===== config.mk =====
export PLATFORM = sky130hd
export DESIGN_NAME = sc_background_writer
export DESIGN_NICKNAME = d
export VERILOG_FILES = /design/src/rtl/sc_background_writer_pkg.sv /design/src/rtl/cc_row_shifter.sv /design/src/rtl/sc_background_writer.sv
export SDC_FILE = /design/constraint.sdc
export NUM_CORES = 1
export LEC_CHECK = 0
export BUFFER_PORTS_ARGS = -buffer_cell sky130_fd_sc_hd__buf_4
export CORE_UTILIZATION = 35
export CTS_BUF_LIST = sky130_fd_sc_hd__clkbuf_8
export DETAILED_ROUTE_END_ITERATION = 6
export GPL_TIMING_DRIVEN = 0
export PLACE_DENSITY = 0.65
export SLEW_MARGIN = 20
export SYNTH_ARGS = -nofsm -noshare
export SYNTH_HDL_FRONTEND = slang
export SYNTH_HIERARCHICAL = 1
export SYNTH_SLANG_ARGS = --single-unit

===== constraint.sdc =====
create_clock -name SC_BACKGROUND_WRITER_CLOCK_50 -period 3.7 [get_ports SC_BACKGROUND_WRITER_CLOCK_50]
set_input_delay 0 -clock SC_BACKGROUND_WRITER_CLOCK_50 [delete_from_list [all_inputs] [get_ports SC_BACKGROUND_WRITER_CLOCK_50]]
set_output_delay 0 -clock SC_BACKGROUND_WRITER_CLOCK_50 [all_outputs]
set_load 0.02 [all_outputs]

===== src/rtl/sc_background_writer_pkg.sv =====
// sc_background_writer_pkg: shared game-block constants, FSM encoding and helpers
package sc_background_writer_pkg;
  localparam int NUM_ROWS = 8;
  localparam int ROW_IDX_W = 3;
  localparam int LINES_W = 4;
  typedef enum logic [2:0] {ST_IDLE, ST_MERGE, ST_SCAN, ST_SHIFT, ST_DONE} bw_state_e;
  function automatic logic [LINES_W-1:0] sat_inc(input logic [LINES_W-1:0] v);
    return (&v) ? v : v + 1'b1;
  endfunction
endpackage


===== src/rtl/cc_row_shifter.sv =====
// cc_row_shifter: flags a full row r and builds the background with row r removed (upper rows drop by one)
module cc_row_shifter
  import sc_background_writer_pkg::*;
#(
  parameter int W = 8
) (
  input  logic [NUM_ROWS-1:0][W-1:0] rows_i,
  input  logic [ROW_IDX_W-1:0]       r_i,
  output logic [NUM_ROWS-1:0][W-1:0] rows_o,
  output logic                       full_o
);
  assign full_o = &rows_i[r_i];
  for (genvar g = 0; g < NUM_ROWS; g++) begin : g_row
    if (g == NUM_ROWS - 1) begin : g_top
      assign rows_o[g] = (r_i > ROW_IDX_W'(g)) ? rows_i[g] : '0;
    end else begin : g_mid
      assign rows_o[g] = (r_i > ROW_IDX_W'(g)) ? rows_i[g] : rows_i[g+1];
    end
  end
endmodule


===== src/rtl/sc_background_writer.sv =====
// sc_background_writer: ORs the moving piece into the background rows; full-row clearing and the
// Lines counter exist only when SC_BACKGROUND_WRITER_LINE_CLEAR_EN is defined
module sc_background_writer
  import sc_background_writer_pkg::*;
#(
  parameter int BACKGROUND_WRITER_DATAWIDTH = 8
) (
  input  logic                                   SC_BACKGROUND_WRITER_CLOCK_50,
  input  logic                                   SC_BACKGROUND_WRITER_RESET_InHigh,
  input  logic                                   SC_BACKGROUND_WRITER_Write_InLow,
  input  logic                                   SC_BACKGROUND_WRITER_Clear_InHigh,
  input  logic [BACKGROUND_WRITER_DATAWIDTH-1:0] SC_BACKGROUND_WRITER_POINT_InBUS_u0,
  input  logic [BACKGROUND_WRITER_DATAWIDTH-1:0] SC_BACKGROUND_WRITER_POINT_InBUS_u1,
  input  logic [BACKGROUND_WRITER_DATAWIDTH-1:0] SC_BACKGROUND_WRITER_POINT_InBUS_u2,
  input  logic [BACKGROUND_WRITER_DATAWIDTH-1:0] SC_BACKGROUND_WRITER_POINT_InBUS_u3,
  input  logic [BACKGROUND_WRITER_DATAWIDTH-1:0] SC_BACKGROUND_WRITER_POINT_InBUS_u4,
  input  logic [BACKGROUND_WRITER_DATAWIDTH-1:0] SC_BACKGROUND_WRITER_POINT_InBUS_u5,
  input  logic [BACKGROUND_WRITER_DATAWIDTH-1:0] SC_BACKGROUND_WRITER_POINT_InBUS_u6,
  input  logic [BACKGROUND_WRITER_DATAWIDTH-1:0] SC_BACKGROUND_WRITER_POINT_InBUS_u7,
  output logic [BACKGROUND_WRITER_DATAWIDTH-1:0] SC_BACKGROUND_WRITER_BACK_OutBUS_u0,
  output logic [BACKGROUND_WRITER_DATAWIDTH-1:0] SC_BACKGROUND_WRITER_BACK_OutBUS_u1,
  output logic [BACKGROUND_WRITER_DATAWIDTH-1:0] SC_BACKGROUND_WRITER_BACK_OutBUS_u2,
  output logic [BACKGROUND_WRITER_DATAWIDTH-1:0] SC_BACKGROUND_WRITER_BACK_OutBUS_u3,
  output logic [BACKGROUND_WRITER_DATAWIDTH-1:0] SC_BACKGROUND_WRITER_BACK_OutBUS_u4,
  output logic [BACKGROUND_WRITER_DATAWIDTH-1:0] SC_BACKGROUND_WRITER_BACK_OutBUS_u5,
  output logic [BACKGROUND_WRITER_DATAWIDTH-1:0] SC_BACKGROUND_WRITER_BACK_OutBUS_u6,
  output logic [BACKGROUND_WRITER_DATAWIDTH-1:0] SC_BACKGROUND_WRITER_BACK_OutBUS_u7,
  output logic                                   SC_BACKGROUND_WRITER_Busy_OutHigh,
  output logic                                   SC_BACKGROUND_WRITER_Done_OutHigh,
  output logic [LINES_W-1:0]                     SC_BACKGROUND_WRITER_Lines_OutBUS
);
  localparam int W = BACKGROUND_WRITER_DATAWIDTH;
`ifdef SC_BACKGROUND_WRITER_LINE_CLEAR_EN
  localparam bit LINE_CLEAR = 1'b1;
`else
  localparam bit LINE_CLEAR = 1'b0;
`endif
  logic clk, rst, clear, write_n, full;
  logic [NUM_ROWS-1:0][W-1:0] point, back_q, back_d, shifted;
  logic [LINES_W-1:0] lines_q, lines_d;
  logic [ROW_IDX_W-1:0] r_q, r_d;
  bw_state_e state_q, state_d;
  assign clk = SC_BACKGROUND_WRITER_CLOCK_50;
  assign rst = SC_BACKGROUND_WRITER_RESET_InHigh;
  assign clear = SC_BACKGROUND_WRITER_Clear_InHigh;
  assign write_n = SC_BACKGROUND_WRITER_Write_InLow;
  assign point = {SC_BACKGROUND_WRITER_POINT_InBUS_u7, SC_BACKGROUND_WRITER_POINT_InBUS_u6,
                  SC_BACKGROUND_WRITER_POINT_InBUS_u5, SC_BACKGROUND_WRITER_POINT_InBUS_u4,
                  SC_BACKGROUND_WRITER_POINT_InBUS_u3, SC_BACKGROUND_WRITER_POINT_InBUS_u2,
                  SC_BACKGROUND_WRITER_POINT_InBUS_u1, SC_BACKGROUND_WRITER_POINT_InBUS_u0};
`ifdef SC_BACKGROUND_WRITER_LINE_CLEAR_EN
  cc_row_shifter #(.W(W)) u_shifter (
    .rows_i(back_q),
    .r_i   (r_q),
    .rows_o(shifted),
    .full_o(full)
  );
`else
  assign shifted = back_q;
  assign full = 1'b0;
`endif
  always_ff @(posedge clk or posedge rst) begin
    if (rst) begin
      state_q <= ST_IDLE;
      back_q  <= '0;
      lines_q <= '0;
      r_q     <= '0;
    end else begin
      state_q <= state_d;
      back_q  <= back_d;
      lines_q <= lines_d;
      r_q     <= r_d;
    end
  end
  always_comb begin
    state_d = state_q;
    case (state_q)
      ST_IDLE:  state_d = write_n ? ST_IDLE : ST_MERGE;
      ST_MERGE: state_d = LINE_CLEAR ? ST_SCAN : ST_DONE;
      ST_SCAN:  state_d = full ? ST_SHIFT : (&r_q ? ST_DONE : ST_SCAN);
      ST_SHIFT: state_d = ST_SCAN;
      default:  state_d = ST_IDLE;
    endcase
    if (clear) state_d = ST_IDLE;
  end
  // r stays put after a shift so the row that dropped into slot r is checked too
  always_comb begin
    back_d  = back_q;
    lines_d = lines_q;
    r_d     = r_q;
    if (clear) begin
      back_d  = '0;
      lines_d = '0;
      r_d     = '0;
    end else if (state_q == ST_MERGE) begin
      back_d = back_q | point;
      r_d    = '0;
    end else if (state_q == ST_SCAN) begin
      r_d = (!full && !(&r_q)) ? r_q + 1'b1 : r_q;
    end else if (state_q == ST_SHIFT) begin
      back_d  = shifted;
      lines_d = sat_inc(lines_q);
    end
  end
  assign SC_BACKGROUND_WRITER_Busy_OutHigh = (state_q != ST_IDLE);
  assign SC_BACKGROUND_WRITER_Done_OutHigh = (state_q == ST_DONE);
  assign SC_BACKGROUND_WRITER_Lines_OutBUS = lines_q;
  assign SC_BACKGROUND_WRITER_BACK_OutBUS_u0 = back_q[0];
  assign SC_BACKGROUND_WRITER_BACK_OutBUS_u1 = back_q[1];
  assign SC_BACKGROUND_WRITER_BACK_OutBUS_u2 = back_q[2];
  assign SC_BACKGROUND_WRITER_BACK_OutBUS_u3 = back_q[3];
  assign SC_BACKGROUND_WRITER_BACK_OutBUS_u4 = back_q[4];
  assign SC_BACKGROUND_WRITER_BACK_OutBUS_u5 = back_q[5];
  assign SC_BACKGROUND_WRITER_BACK_OutBUS_u6 = back_q[6];
  assign SC_BACKGROUND_WRITER_BACK_OutBUS_u7 = back_q[7];
endmodule


# Word-level counts from Yosys, hierarchy flattened
# Cells that the tools add are included.
[classes] add_sub_neg=2 n_eq_ne=8 muxes=15 bitwise=1 n_reduce_logical=9
[op_table] cell="$mux 64" count=2
[op_table] cell="$or 64x64->64" count=1
[op_table] cell="$mux 4" count=5
[op_table] cell="$mux 3" count=6
[op_table] cell="$pmux 3 s4" count=1
[op_table] cell="$reduce_and 4->1" count=2
[op_table] cell="$eq 3x2->1 const B" count=2
[op_table] cell="$ne 2x2->1 const B" count=3
[op_table] cell="$reduce_bool 3->1" count=2
[op_table] cell="$add 4x1->4 const B" count=1
[op_table] cell="$reduce_bool 2->1" count=2
[op_table] cell="$add 3x1->3 const B" count=1
[op_table] cell="$eq 3x1->1 const B" count=1
[op_table] cell="$eq 3x3->1 const B" count=1
[op_table] cell="$logic_not 3->1" count=1
[op_table] cell="$ne 3x3->1 const B" count=1
[op_table] cell="$reduce_and 3->1" count=1
[op_table] cell="$reduce_and 2->1" count=1
[op_table] cell="$mux 1" count=1
[word_totals] regBits=74 input_bits=68 output_inout_bits=70 elab_cells=46

# Longest topological paths before layout
[depth] ltp_word=6 ltp_mapped=5 depth_no_buf=5

# Worst setup path after synthesis
# No wires, ideal clock.
[synth_path] path_type="reg2reg" from="register r_q[0]" to="register r_q[1]" setup_ns=0.124 arrival_ns=1.333 required_ns=3.576 path_slack_ns=2.243 path_stages_with_launch=6 path_buffers=0 synth_period_minus_slack_ns=1.457 cell_sequence="dfrtp_1 > ha_1 > ha_1 > nor4b_4 > mux2i_1 > nor3_1"
[synth_between] elab_chain_len=5 elab_cells_between_ends=8 cone_classes="add/sub: 1; eq/ne: 1; mux: 4; reduce/logical: 2"
[synth_rtl] element="start, declared" line="sc_background_writer.sv:41" source="logic [ROW_IDX_W-1:0] r_q, r_d;"
[synth_rtl] element="start signal, assigned" line="sc_background_writer.sv:72" source="r_q <= r_d;"
[synth_rtl] element="$add 3x1->3" line="sc_background_writer.sv:99" source="r_d = (!full && !(&r_q)) ? r_q + 1'b1 : r_q;"
[synth_rtl] element="$mux 3" line="sc_background_writer.sv:99"
[synth_rtl] element="$mux 3" line="sc_background_writer.sv:98" source="end else if (state_q == ST_SCAN) begin"
[synth_rtl] element="$mux 3" line="sc_background_writer.sv:95" source="end else if (state_q == ST_MERGE) begin"
[synth_rtl] element="$mux 3" line="sc_background_writer.sv:91" source="if (clear) begin"
# Parallel ways exist; a longest one is shown, timed or not. The select of a mux whose other input is x is not followed.
# A chain may end at the register's enable or synchronous reset.

# Final worst setup path
[layout_path] from="register state_q[2]" to="register state_q[0]"
[layout_between] elab_chain_len=3 elab_cells_between_ends=6 cone_classes="eq/ne: 3; mux: 2; reduce/logical: 1"
[layout_rtl] element="start, declared" line="sc_background_writer.sv:42" source="bw_state_e state_q, state_d;"
[layout_rtl] element="start signal, assigned" line="sc_background_writer.sv:69" source="state_q <= state_d;"
[layout_rtl] element="$eq 3x2->1 (tied with other cells)" line="sc_background_writer.sv:77" source="case (state_q)"
[layout_rtl] element="$pmux 3 s4 (*)" line="sc_background_writer.sv:77"
[layout_rtl] element="$mux 3 (*)" line="sc_background_writer.sv:84" source="if (clear) state_d = ST_IDLE;"
[layout_rtl] element="named net state_d[0]" line="sc_background_writer.sv:42"
# The timed path passes the listed nets; every way through them passes the cells marked *.

==> run_results.csv <==
group,metric,value,unit
setup_path,required,3.98,ns
cts,cts_root_buffer,"clkbuf_8",
setup_path,worstReg2RegEnd,"state_q[0]",
setup_path,critPathKind,"flop to flop",
setup_path,worst-r2r-setup-slack,1.97,ns
cells_and_area,drive_gt1_share,35.1,%
yosys,synth_top_area_share,66.7,%
yosys,ys_types,26,
sta,setup_viol,0,
yosys,avgSynthCellArea,11.0,µm²
yosys,synth-seq-cells,74,
detailed_routing,first_pass_iters,4,
setup_path,worstSetupStartpointType,"flop",
setup_path,ff2ff_path_depth,3,
yosys,yosys-mux-area-fraction,1.85,%
sta,tightest_slew,0.503,ns
cts,cts_num_sinks,74,
detailed_routing,via_per_inst,4.58,
sta,slew_headroom,66.5,%
placement,gp_congestion,0.689,
cts,cts_made_buffers,9,
worst_hold_path,hold_path.class,"primary input to flop",
die,dieArea,0.00830,mm²
die,initial_core_util,36.1,%
sta,period_needed,1.73,ns
global_routing,antenna_found_initial,0,
worst_hold_path,worstHoldPathCells,3,
placement,dpl.cell_count,492,
yosys,seq_area_frac_synth,66.7,%
sta,fin_skew,0.00986,ns
yosys,syn-cell-area,0.00278,mm²
die,fp.dieW,91.1,µm
yosys,synth-edff-count,0,
die,die_y,91.1,µm
setup_path,path_cells,"or4_1, nor2_1, dlygate4sd3_1",
detailed_routing,num_vias,2633,
setup_path,endpoint_kind,"flop",
yosys,synthCells,252,
setup_path,reg2reg_from,"state_q[2]",
yosys,ys.flop_type,"dfrtp_1",
setup_path,crit_start,"state_q[2]",
global_routing,grt_pass1_vias,2697,
setup_path,slowest_delay,0.56,ns
sta,post-route-period-util,46.8,%
die,core_area,0.00769,mm²
setup_path,worstPathMaxFanout,8,
cts,insertion_delay,0.34,ns
setup_path,crit_arrival,2.01,ns
detailed_routing,route.antenna.remaining_nets,0,
placement,place_hpwl,5010,µm
yosys,synthAdderAreaFrac,1.35,%
pwr,ir_worst_vdd,0.000220,V
detailed_routing,drtIter0Drc,48,
cts,cts.reportedPaths.clkPinSlew,0.08,ns
yosys,async_flop_share,100,%
global_routing,grt_start_max_net_pins,40,
yosys,synth.area.top_cells,"dfrtp_1 67%, a21oi_1 12%, nor2_1 8.9%, mux2i_1 1.4%, ha_1 1.4%",
cells_and_area,final_area,0.00482,mm²
detailed_routing,avgRoutedWirePerCell,14.1,µm
yosys,synth-simple-area-share,13.2,%
global_routing,grt.total_usage,20.4,%
worst_hold_path,worstHoldStart,"SC_BACKGROUND_WRITER_Clear_InHigh",
sta,tns,0,ns
sta,rsz0062_at_grt,"false",
worst_hold_path,holdPathEnd,"SC_BACKGROUND_WRITER_Lines_OutBUS[0]",
yosys,synth_top_family_by_area,"simple AND/OR/NAND/NOR gates",
yosys,yosysWarnings,6,
placement,placed_area,0.00396,mm²
cts,cts-htree-levels,3,
global_routing,grt_overflow_total,0,
placement,numPortBuffers,137,
yosys,syn-num-nets,323,
yosys,synth_compound_area_share,13.0,%
cells_and_area,syn_to_final_growth,73.6,%
yosys,synth_xor_area_share,0.315,%
detailed_routing,remaining_drc_errors,0,
status,status,"complete, no violations",
cells_and_area,n_antenna_cell,0,
sta,holdWs,0.0384,ns
setup_path,cp_slowest_cell,"dlygate4sd3_1",
cells_and_area,stdcell_count,575,
yosys,yosys.area.top_type,"dfrtp_1",
cells_and_area,nets,539,
pwr,power.density,372,mW/mm²
sta,fmax,577,MHz
job,timing.max_cap.violations,0,
die,rows,32,
die,io_pins,138,
global_routing,grt_pass1_wl,13100,µm
sta,finalHoldViolations,0,
cts,clockBufferDepth,2,
setup_path,path_buf_inv,1,
setup_path,crit_family,"simple AND/OR/NAND/NOR gates",
detailed_routing,routed_wirelength,8090,µm
sta,slew_viol_final,0,
cts,cts_tree,"done",
pwr,leakagePower,2.44,nW
cell type report:
cell class | count | area [µm²]
clock buffers | 9 | 124
inverters | 3 | 13.8
fillers | 642 | 2870
plain buffers | 15 | 88.8
well taps | 102 | 128
multi-input cells | 160 | 826
flip-flops and latches | 74 | 1850
repair buffers | 205 | 1720
clock inverters | 7 | 71.3
per-stage QoR:
step / utilization (%) / setup slack, ns / power (mW)
2_1_floorplan: - / 1.82 / 1.00
3_3_place_gp: 51.2 / 0.917 / 1.13
3_5_place_dp: 51.5 / 2.12 / 1.14
4_1_cts: 62.7 / 1.98 / 1.81
5_1_grt: 62.7 / 1.90 / 1.88
6_report: 62.7 / 1.97 / 1.80
worst register-to-register path, delay by kind of cell, from the launching register on:
kind	cells	cell delay, ns
DFF	1	0.48
and+or+nand+nor	2	0.64
buffers and inverters	1	0.56
power by group:
| part | leakage (nW) | total, mW | internal [mW] | switching (mW) |
|---|---|---|---|---|
| logic | 1.33 | 0.321 | 0.168 | 0.153 |
| clock network | 0.0966 | 0.610 | 0.310 | 0.300 |
| registers | 1.01 | 0.864 | 0.842 | 0.0219 |
cells in the mapped netlist (2+ instances only):
library cell   n
a21oi_1       64
buf_2          5
buf_6          3
clkbuf_1       6
dfrtp_1       74
ha_1           3
inv_1          3
mux2i_1        4
nand2_1        2
nor2_1        66
nor2b_1        2
nor3_1         4
o311ai_0       2
o41ai_1        2
per-layer routing:
metal / track usage [%] / part of all wire (%) / vias to the layer above
li1: - / - / 1286
met1: 24.5 / 42 / 1255
met2: 36.4 / 52 / 85
met3: 4.19 / 5.5 / 7
met4: 6.35 / 0.64 / 0
met5: 0 / 0 / -
worst max-delay path by stage:
| stage | to | cells past startpoint |
|---|---|---|
| floorplan | SC_BACKGROUND_WRITER_BACK_OutBUS_u0[0] | 1 |
| global placement | SC_BACKGROUND_WRITER_Lines_OutBUS[1] | 2 |
| detailed placement | r_q[1] | 5 |
| CTS | state_q[0] | 3 |
| global route | state_q[0] | 3 |
| finish | state_q[0] | 3 |
sequential cells by signal (all words and copies together), names as in the netlist:
| name | flops |
|---|---|
| SC_BACKGROUND_WRITER_BACK_OutBUS_u6 | 8 |
| SC_BACKGROUND_WRITER_Lines_OutBUS | 4 |
| SC_BACKGROUND_WRITER_BACK_OutBUS_u1 | 8 |
| r_q | 3 |
| SC_BACKGROUND_WRITER_BACK_OutBUS_u4 | 8 |
| SC_BACKGROUND_WRITER_BACK_OutBUS_u2 | 8 |
| SC_BACKGROUND_WRITER_BACK_OutBUS_u7 | 8 |
| SC_BACKGROUND_WRITER_BACK_OutBUS_u5 | 8 |
| state_q | 3 |
| SC_BACKGROUND_WRITER_BACK_OutBUS_u0 | 8 |
| SC_BACKGROUND_WRITER_BACK_OutBUS_u3 | 8 |
kinds of logic (layout without fill, tap and decap cells):
| kind of cell | Yosys count | count (layout) |
|---|---|---|
| compound gates | 69 | 69 |
| fa+ha+maj | 3 | 3 |
| buf+inv | 18 | 239 |
| simple gates | 82 | 82 |
| flops | 74 | 74 |
| xor+xnor | 1 | 1 |
| mux | 5 | 5 |
repair_timing:
item	CTS	global route
endpoints found under the hold margin	100	0
setup buffers	0	0
setup endpoints to repair	0	0
hold buffers	67	0
resized for setup	0	0
cells in the final DEF (no fill, tap or decap), drive strengths merged, types with 2 or more instances in the layout:
| master | count |
|---|---|
| inv | 4 |
| a21oi | 64 |
| clkinvlp | 2 |
| dlygate4sd3 | 67 |
| o41ai | 2 |
| o311ai | 2 |
| buf | 147 |
| nor4b | 2 |
| nand2 | 2 |
| clkbuf | 15 |
| mux2i | 4 |
| nor3 | 4 |
| dfrtp | 74 |
| nor3b | 2 |
| clkinv | 3 |
| nor2 | 66 |
| nor2b | 2 |
| ha | 3 |
(Power assumes the default switching activity.)
